$ cat src/rtl/nla_pkg.sv
// Shared definitions for the NonLinearApprox datapath: word format defaults,
// the MAC end-of-stream sentinel and the feeder sequencer state encoding.
package nla_pkg;

  localparam int DATA_WIDTH_DEF = 32;
  localparam int ADDR_LINES_DEF = 5;
  localparam logic [31:0] NAN_WORD = 32'h7F90_0000;

  typedef enum logic [2:0] {
    IDLE,
    SEND_SIG,
    SIG_NAN,
    SEND_COEF,
    COEF_NAN,
    DONE
  } feeder_state_t;

endpackage

$ cat src/rtl/feeder_buf.sv
// One-write/one-read register array. The read port is combinational so the
// sequencer can register the next word in the same cycle it picks the address.
module feeder_buf
  import nla_pkg::*;
#(
  parameter int DATA_WIDTH = DATA_WIDTH_DEF,
  parameter int ADDR_LINES = ADDR_LINES_DEF
) (
  input  logic                  clk_i,
  input  logic                  wr_en_i,
  input  logic [ADDR_LINES-1:0] wr_addr_i,
  input  logic [DATA_WIDTH-1:0] wr_data_i,
  input  logic [ADDR_LINES-1:0] rd_addr_i,
  output logic [DATA_WIDTH-1:0] rd_data_o
);

  logic [DATA_WIDTH-1:0] mem_q [2**ADDR_LINES];

  always_ff @(posedge clk_i) begin
    if (wr_en_i) mem_q[wr_addr_i] <= wr_data_i;
  end

  assign rd_data_o = mem_q[rd_addr_i];

endmodule

$ cat src/rtl/mac_stream_feeder.sv
// Streams a buffered sample batch, then a coefficient set, into the MAC,
// each followed by the NaN end-of-stream sentinel, honouring per-port full.
module mac_stream_feeder #(
  parameter int DATA_WIDTH = nla_pkg::DATA_WIDTH_DEF,
  parameter int ADDR_LINES = nla_pkg::ADDR_LINES_DEF,
  parameter logic [DATA_WIDTH-1:0] NAN_WORD = nla_pkg::NAN_WORD
) (
  input  logic                  clk_i,
  input  logic                  rst_i,
  input  logic                  sig_wr_en_i,
  input  logic                  coeff_wr_en_i,
  input  logic [ADDR_LINES-1:0] wr_addr_i,
  input  logic [DATA_WIDTH-1:0] wr_data_i,
  input  logic                  start_i,
  input  logic [ADDR_LINES:0]   sig_count_i,
  input  logic [ADDR_LINES:0]   coeff_count_i,
  input  logic                  full_mul_i,
  input  logic                  full_adder_i,
  output logic [DATA_WIDTH-1:0] signal_fifo_o,
  output logic                  signal_valid_o,
  output logic [DATA_WIDTH-1:0] coeff_fifo_o,
  output logic                  coeff_valid_o,
  output logic                  busy_o,
  output logic                  done_o
);
  import nla_pkg::*;

  localparam logic [ADDR_LINES:0] MAX_CNT = {1'b1, {ADDR_LINES{1'b0}}};

  function automatic logic [ADDR_LINES:0] sat_count(input logic [ADDR_LINES:0] c);
    return (c > MAX_CNT) ? MAX_CNT : c;
  endfunction

  feeder_state_t         state_q, state_d;
  logic [ADDR_LINES:0]   idx_q, idx_d, idx_inc;
  logic [ADDR_LINES:0]   sig_cnt_q, sig_cnt_d, coef_cnt_q, coef_cnt_d;
  logic [DATA_WIDTH-1:0] sig_data_q, sig_data_d, coef_data_q, coef_data_d;
  logic                  sig_vld_q, sig_vld_d, coef_vld_q, coef_vld_d;
  logic                  busy_q, busy_d, done_q, done_d;
  logic                  sig_we, coef_we, sig_xfer, coef_xfer;
  logic [ADDR_LINES-1:0] rd_addr;
  logic [DATA_WIDTH-1:0] sig_rd, coef_rd, sig_word, coef_word;

  assign sig_we    = sig_wr_en_i & ~busy_q;
  assign coef_we   = coeff_wr_en_i & ~busy_q;
  assign sig_xfer  = sig_vld_q & ~full_mul_i;
  assign coef_xfer = coef_vld_q & ~full_adder_i;
  assign idx_inc   = idx_q + 1'b1;
  assign rd_addr   = idx_d[ADDR_LINES-1:0];

  feeder_buf #(.DATA_WIDTH(DATA_WIDTH), .ADDR_LINES(ADDR_LINES)) u_sig_buf (
    .clk_i(clk_i), .wr_en_i(sig_we), .wr_addr_i(wr_addr_i), .wr_data_i(wr_data_i),
    .rd_addr_i(rd_addr), .rd_data_o(sig_rd)
  );

  feeder_buf #(.DATA_WIDTH(DATA_WIDTH), .ADDR_LINES(ADDR_LINES)) u_coef_buf (
    .clk_i(clk_i), .wr_en_i(coef_we), .wr_addr_i(wr_addr_i), .wr_data_i(wr_data_i),
    .rd_addr_i(rd_addr), .rd_data_o(coef_rd)
  );

  // A write landing with start must reach the very first word read out
  assign sig_word  = (sig_we && wr_addr_i == rd_addr) ? wr_data_i : sig_rd;
  assign coef_word = (coef_we && wr_addr_i == rd_addr) ? wr_data_i : coef_rd;

  always_ff @(posedge clk_i) begin
    if (rst_i) begin
      state_q     <= IDLE;
      idx_q       <= '0;
      sig_cnt_q   <= '0;
      coef_cnt_q  <= '0;
      sig_data_q  <= '0;
      coef_data_q <= '0;
      sig_vld_q   <= 1'b0;
      coef_vld_q  <= 1'b0;
      busy_q      <= 1'b0;
      done_q      <= 1'b0;
    end else begin
      state_q     <= state_d;
      idx_q       <= idx_d;
      sig_cnt_q   <= sig_cnt_d;
      coef_cnt_q  <= coef_cnt_d;
      sig_data_q  <= sig_data_d;
      coef_data_q <= coef_data_d;
      sig_vld_q   <= sig_vld_d;
      coef_vld_q  <= coef_vld_d;
      busy_q      <= busy_d;
      done_q      <= done_d;
    end
  end

  always_comb begin
    state_d    = state_q;
    idx_d      = idx_q;
    sig_cnt_d  = sig_cnt_q;
    coef_cnt_d = coef_cnt_q;
    unique case (state_q)
      IDLE: if (start_i) begin
        sig_cnt_d  = sat_count(sig_count_i);
        coef_cnt_d = sat_count(coeff_count_i);
        idx_d      = '0;
        state_d    = (sig_cnt_d == '0) ? SIG_NAN : SEND_SIG;
      end
      SEND_SIG: if (sig_xfer) begin
        if (idx_inc == sig_cnt_q) state_d = SIG_NAN;
        else                      idx_d   = idx_inc;
      end
      SIG_NAN: if (sig_xfer) begin
        idx_d   = '0;
        state_d = (coef_cnt_q == '0) ? COEF_NAN : SEND_COEF;
      end
      SEND_COEF: if (coef_xfer) begin
        if (idx_inc == coef_cnt_q) state_d = COEF_NAN;
        else                       idx_d   = idx_inc;
      end
      COEF_NAN: if (coef_xfer) state_d = DONE;
      DONE:     state_d = IDLE;
      default:  state_d = IDLE;
    endcase
  end

  // Outputs are registered from the upcoming state so a word appears the
  // cycle after its predecessor transfers
  always_comb begin
    sig_data_d  = sig_data_q;
    coef_data_d = coef_data_q;
    sig_vld_d   = 1'b0;
    coef_vld_d  = 1'b0;
    busy_d      = 1'b1;
    done_d      = 1'b0;
    unique case (state_d)
      SEND_SIG:  begin sig_vld_d  = 1'b1; sig_data_d  = sig_word;  end
      SIG_NAN:   begin sig_vld_d  = 1'b1; sig_data_d  = NAN_WORD;  end
      SEND_COEF: begin coef_vld_d = 1'b1; coef_data_d = coef_word; end
      COEF_NAN:  begin coef_vld_d = 1'b1; coef_data_d = NAN_WORD;  end
      DONE:      begin busy_d = 1'b0; done_d = 1'b1; end
      default:   busy_d = 1'b0;
    endcase
  end

  assign signal_fifo_o  = sig_data_q;
  assign signal_valid_o = sig_vld_q;
  assign coeff_fifo_o   = coef_data_q;
  assign coeff_valid_o  = coef_vld_q;
  assign busy_o         = busy_q;
  assign done_o         = done_q;

endmodule
$ cat config.mk
export PLATFORM = sky130hd
export DESIGN_NAME = mac_stream_feeder
export DESIGN_NICKNAME = d
export VERILOG_FILES = /design/src/rtl/nla_pkg.sv /design/src/rtl/feeder_buf.sv /design/src/rtl/mac_stream_feeder.sv
export SDC_FILE = /design/constraint.sdc
export NUM_CORES = 2
export LEC_CHECK = 0
export BUFFER_PORTS_ARGS = -buffer_cell sky130_fd_sc_hd__clkbuf_2
export CAP_MARGIN = 0
export CORE_MARGIN = 2
export CORE_UTILIZATION = 67
export DETAILED_ROUTE_END_ITERATION = 8
export PLACE_DENSITY = 0.82
export SKIP_CTS_REPAIR_TIMING = 1
export SLEW_MARGIN = 15
export SYNTH_ARGS = -nofsm -noshare
export SYNTH_HDL_FRONTEND = slang
export SYNTH_SLANG_ARGS = --single-unit
$ cat constraint.sdc
create_clock -name clk_i -period 11.2 [get_ports clk_i]
set_input_delay 2.24 -clock clk_i [delete_from_list [all_inputs] [get_ports clk_i]]
set_output_delay 2.24 -clock clk_i [all_outputs]
set_load 0.005 [all_outputs]
==> flow_summary.ini <==
[routing]
drc = 1
drtIter0Drc = 11900
dr.pass1.iters = 9
wl_per_cell_um = 31.6
vias = 57800
drt-vias-per-instance = 7.20
drtAntennaViolNets = 0
drt-total-wl_um = 254000

[final_layout]
num-nets-final = 6268
antenna_cells = 0
drive_above_1_share_pct = 11.2
stdcell_count = 8027
syn_to_final_growth_pct = 10.9

[floorplanning]
die_w_um = 360
die_h_um = 360
rows = 130
core_mm2 = 0.126
io_pins = 124
dieArea_mm2 = 0.129
initial_core_util_pct = 67.5

[synthesis]
synth_top_area_share_pct = 72.6
synth_most_common_cell = edfxtp_1
synth_warnings = 0
synth-xor-area-share_pct = 0.307
synth.largest_area_cell = edfxtp_1
synth_simple_gate_area_share_pct = 12.2
synth_compound_area_share_pct = 8.26
syn_nets = 6199
synthMuxAreaShare_pct = 2.31
yosys-top-cells-area = edfxtp_1 73%, nand2_1 6.4%, nand3_1 3.0%, mux2i_1 2.3%, dfxtp_1 2.1%
synth_cell_type_count = 75
yosysSeqAreaShare_pct = 74.7
synth_top_family_by_area = simple AND/OR/NAND/NOR gates
synthArstFlopShare_pct = 0
synth_common_cells = 2048 x edfxtp_1, 1452 x nand2_1, 503 x nand3_1
synth_cells = 6142
synth_area_mm2 = 0.0848
syn_area_per_cell_um2 = 13.8
synth-adder-area-share_pct = 0.0148
yosys_register_bits = 2137
synth_edf_count = 2048
synth-main-ff-cell = edfxtp_1

[timing]
rsz0062_at_grt = false
skew_ps = 31.6
tightest_slew_ps = 1330
fin_tns_setup_ps = 0
finalHoldViolCount = 0
period_needed_ps = 7160
fin_crit_sh_pct = 63.9
slew_headroom_pct = 11.3
setup_viol = 0
drv_slew = 0
max_freq_mhz = 140

[setup_path]
slowest_delay_ps = 770
path_max_fanout = 69
rr_startpoint = idx_q[0]
path_cells = ha_1 > and3_1 > xnor2_1 > nor4_4 > a21oi_2 > o21ai_4 > buf_4 > buf_4 > and2_4 > xnor2_1 > nor4_1 > nor3_2 > o211ai_1 > o221a_1
crit_slowest_cell = buf_4
required_ps = 11900
end_kind = register
crit_arrival_ps = 7860
startpoint = idx_q[0]
crit_buf_inv = 2
crit_type = reg -> reg
critical_path.top_delay_family = simple AND/OR/NAND/NOR gates
startpoint_type = register

[place]
dp_cells = 7660
gp_congestion = 0.934
numPortBuffers = 123
dpl.hpwl_um = 136000

[job]
cap_violations = 0

[global_routing]
use_met1_pct = 49.8
grt_max_degree = 197
top_usage_layer = met2
grt_antenna_before_repair = 13
use_met2_pct = 59.2
met3_usage_pct = 10.8
grt_first_pass_wirelength_um = 365000
grt.total_usage_pct = 38.7
grt_pass1_vias = 56100
grt_overflow_total = 0

[cts]
clock_tree.root_cell = clkbuf_16
path_clk_slew_ps = 60
cts_made_buffers = 199
cts.sinks = 2137
cts_tree = built
clk_path_buf_depth = 3
ctsHtreeMaxLevel = 4
clock_latency_ps = 830

[status]
violations = DRC
outcome = finished, violations left

[power]
power_density_mw_per_mm2 = 171
p_leak_uw = 0.0312
ir_drop_uv = 213

[hold_path]
min-delay-start = sig_cnt_q[1]
min_path_type = reg -> reg
cell usage in the layout (no fill, tap or decap), types with 12 or more instances in the layout:
cell type,instances
a211oi_1,194
a211oi_2,15
a21oi_1,99
a221o_1,24
a221oi_1,24
a22oi_1,25
a2bb2oi_1,23
a311oi_1,61
a31oi_1,160
a32oi_1,126
and3_1,115
buf_4,160
clkbuf_1,51
clkbuf_16,201
clkbuf_2,123
clkbuf_8,20
clkinv_1,26
clkinv_2,48
dfxtp_1,89
edfxtp_1,2048
inv_1,42
mux2i_1,196
nand2_1,1451
nand3_1,503
nand4_1,111
nor2_1,68
nor2_4,68
nor2b_1,12
o21a_1,24
o21ai_0,55
o21ai_1,20
o22ai_1,14
xnor2_1,16
area by class of cell:
type,instances,area [µm²]
sequential,2137,63300
fill,7071,31600
multi-input combinational,3540,20200
clock buffer,272,5500
tap,1650,2060
timing repair buffer,290,1960
clock inverter,95,779
inverter,43,161
path summary, 6_finish.rpt:
check | slack, ps | endpoint | cells past startpoint
worst max-delay path | 4040 | coeff_fifo_o[29] | 14
worst min-delay path | 540 | sig_cnt_q[1] | 2
worst max register to register | 4040 | coeff_fifo_o[29] | 14
worst min register to register | 540 | sig_cnt_q[1] | 2
registers in the layout, summed over array words and instances (netlist names), 3 cells and up:
register and count:
u_coef_buf.mem_q 1024, u_sig_buf.mem_q 1024, coeff_fifo_o 32, signal_fifo_o 32, coef_cnt_q 6, idx_q 6
sig_cnt_q 6, state_q 3
worst min-delay path, stage by stage, from the launching register on:
cell     delay (ps)
dfxtp_1         330
a21oi_1         120
nor2_1           40
power breakdown:
part | internal [µW] | switching, µW
clock network | 3660 | 2900
logic | 155 | 507
registers | 8820 | 38.4
through the flow:
stage | area [µm²] | hold slack (ps) | setup WS (ps) | util (%) | total power (µW)
6_report | 94000 | 536 | 4040 | 74.8 | 16100
5_1_grt | 94000 | 564 | 3920 | 74.8 | 16400
4_1_cts | 94000 | 530 | 4260 | 74.8 | 16000
3_5_place_dp | 87700 | 498 | 3950 | 69.8 | 9660
3_3_place_gp | 87700 | 506 | 4060 | 69.8 | 9630
2_1_floorplan | 84800 | 465 | 6100 | - | 9320
metal layers:
| metal | up-vias | routed length [µm] |
|---|---|---|
| met5 | - | 35 |
| met1 | 27600 | 81400 |
| met4 | 6 | 18400 |
| met3 | 1184 | 38800 |
| li1 | 23500 | - |
| met2 | 5453 | 115000 |
logic make-up after synthesis:
kind of cell,Yosys count
and+or+nand+nor,2379
AOI/OAI and AO/OA,940
xor gates and xnor gates,24
muxes,196
adders and majority gates,1
buffers and inverters,465
DFF,2137
Power figures use the tool's default switching activity.
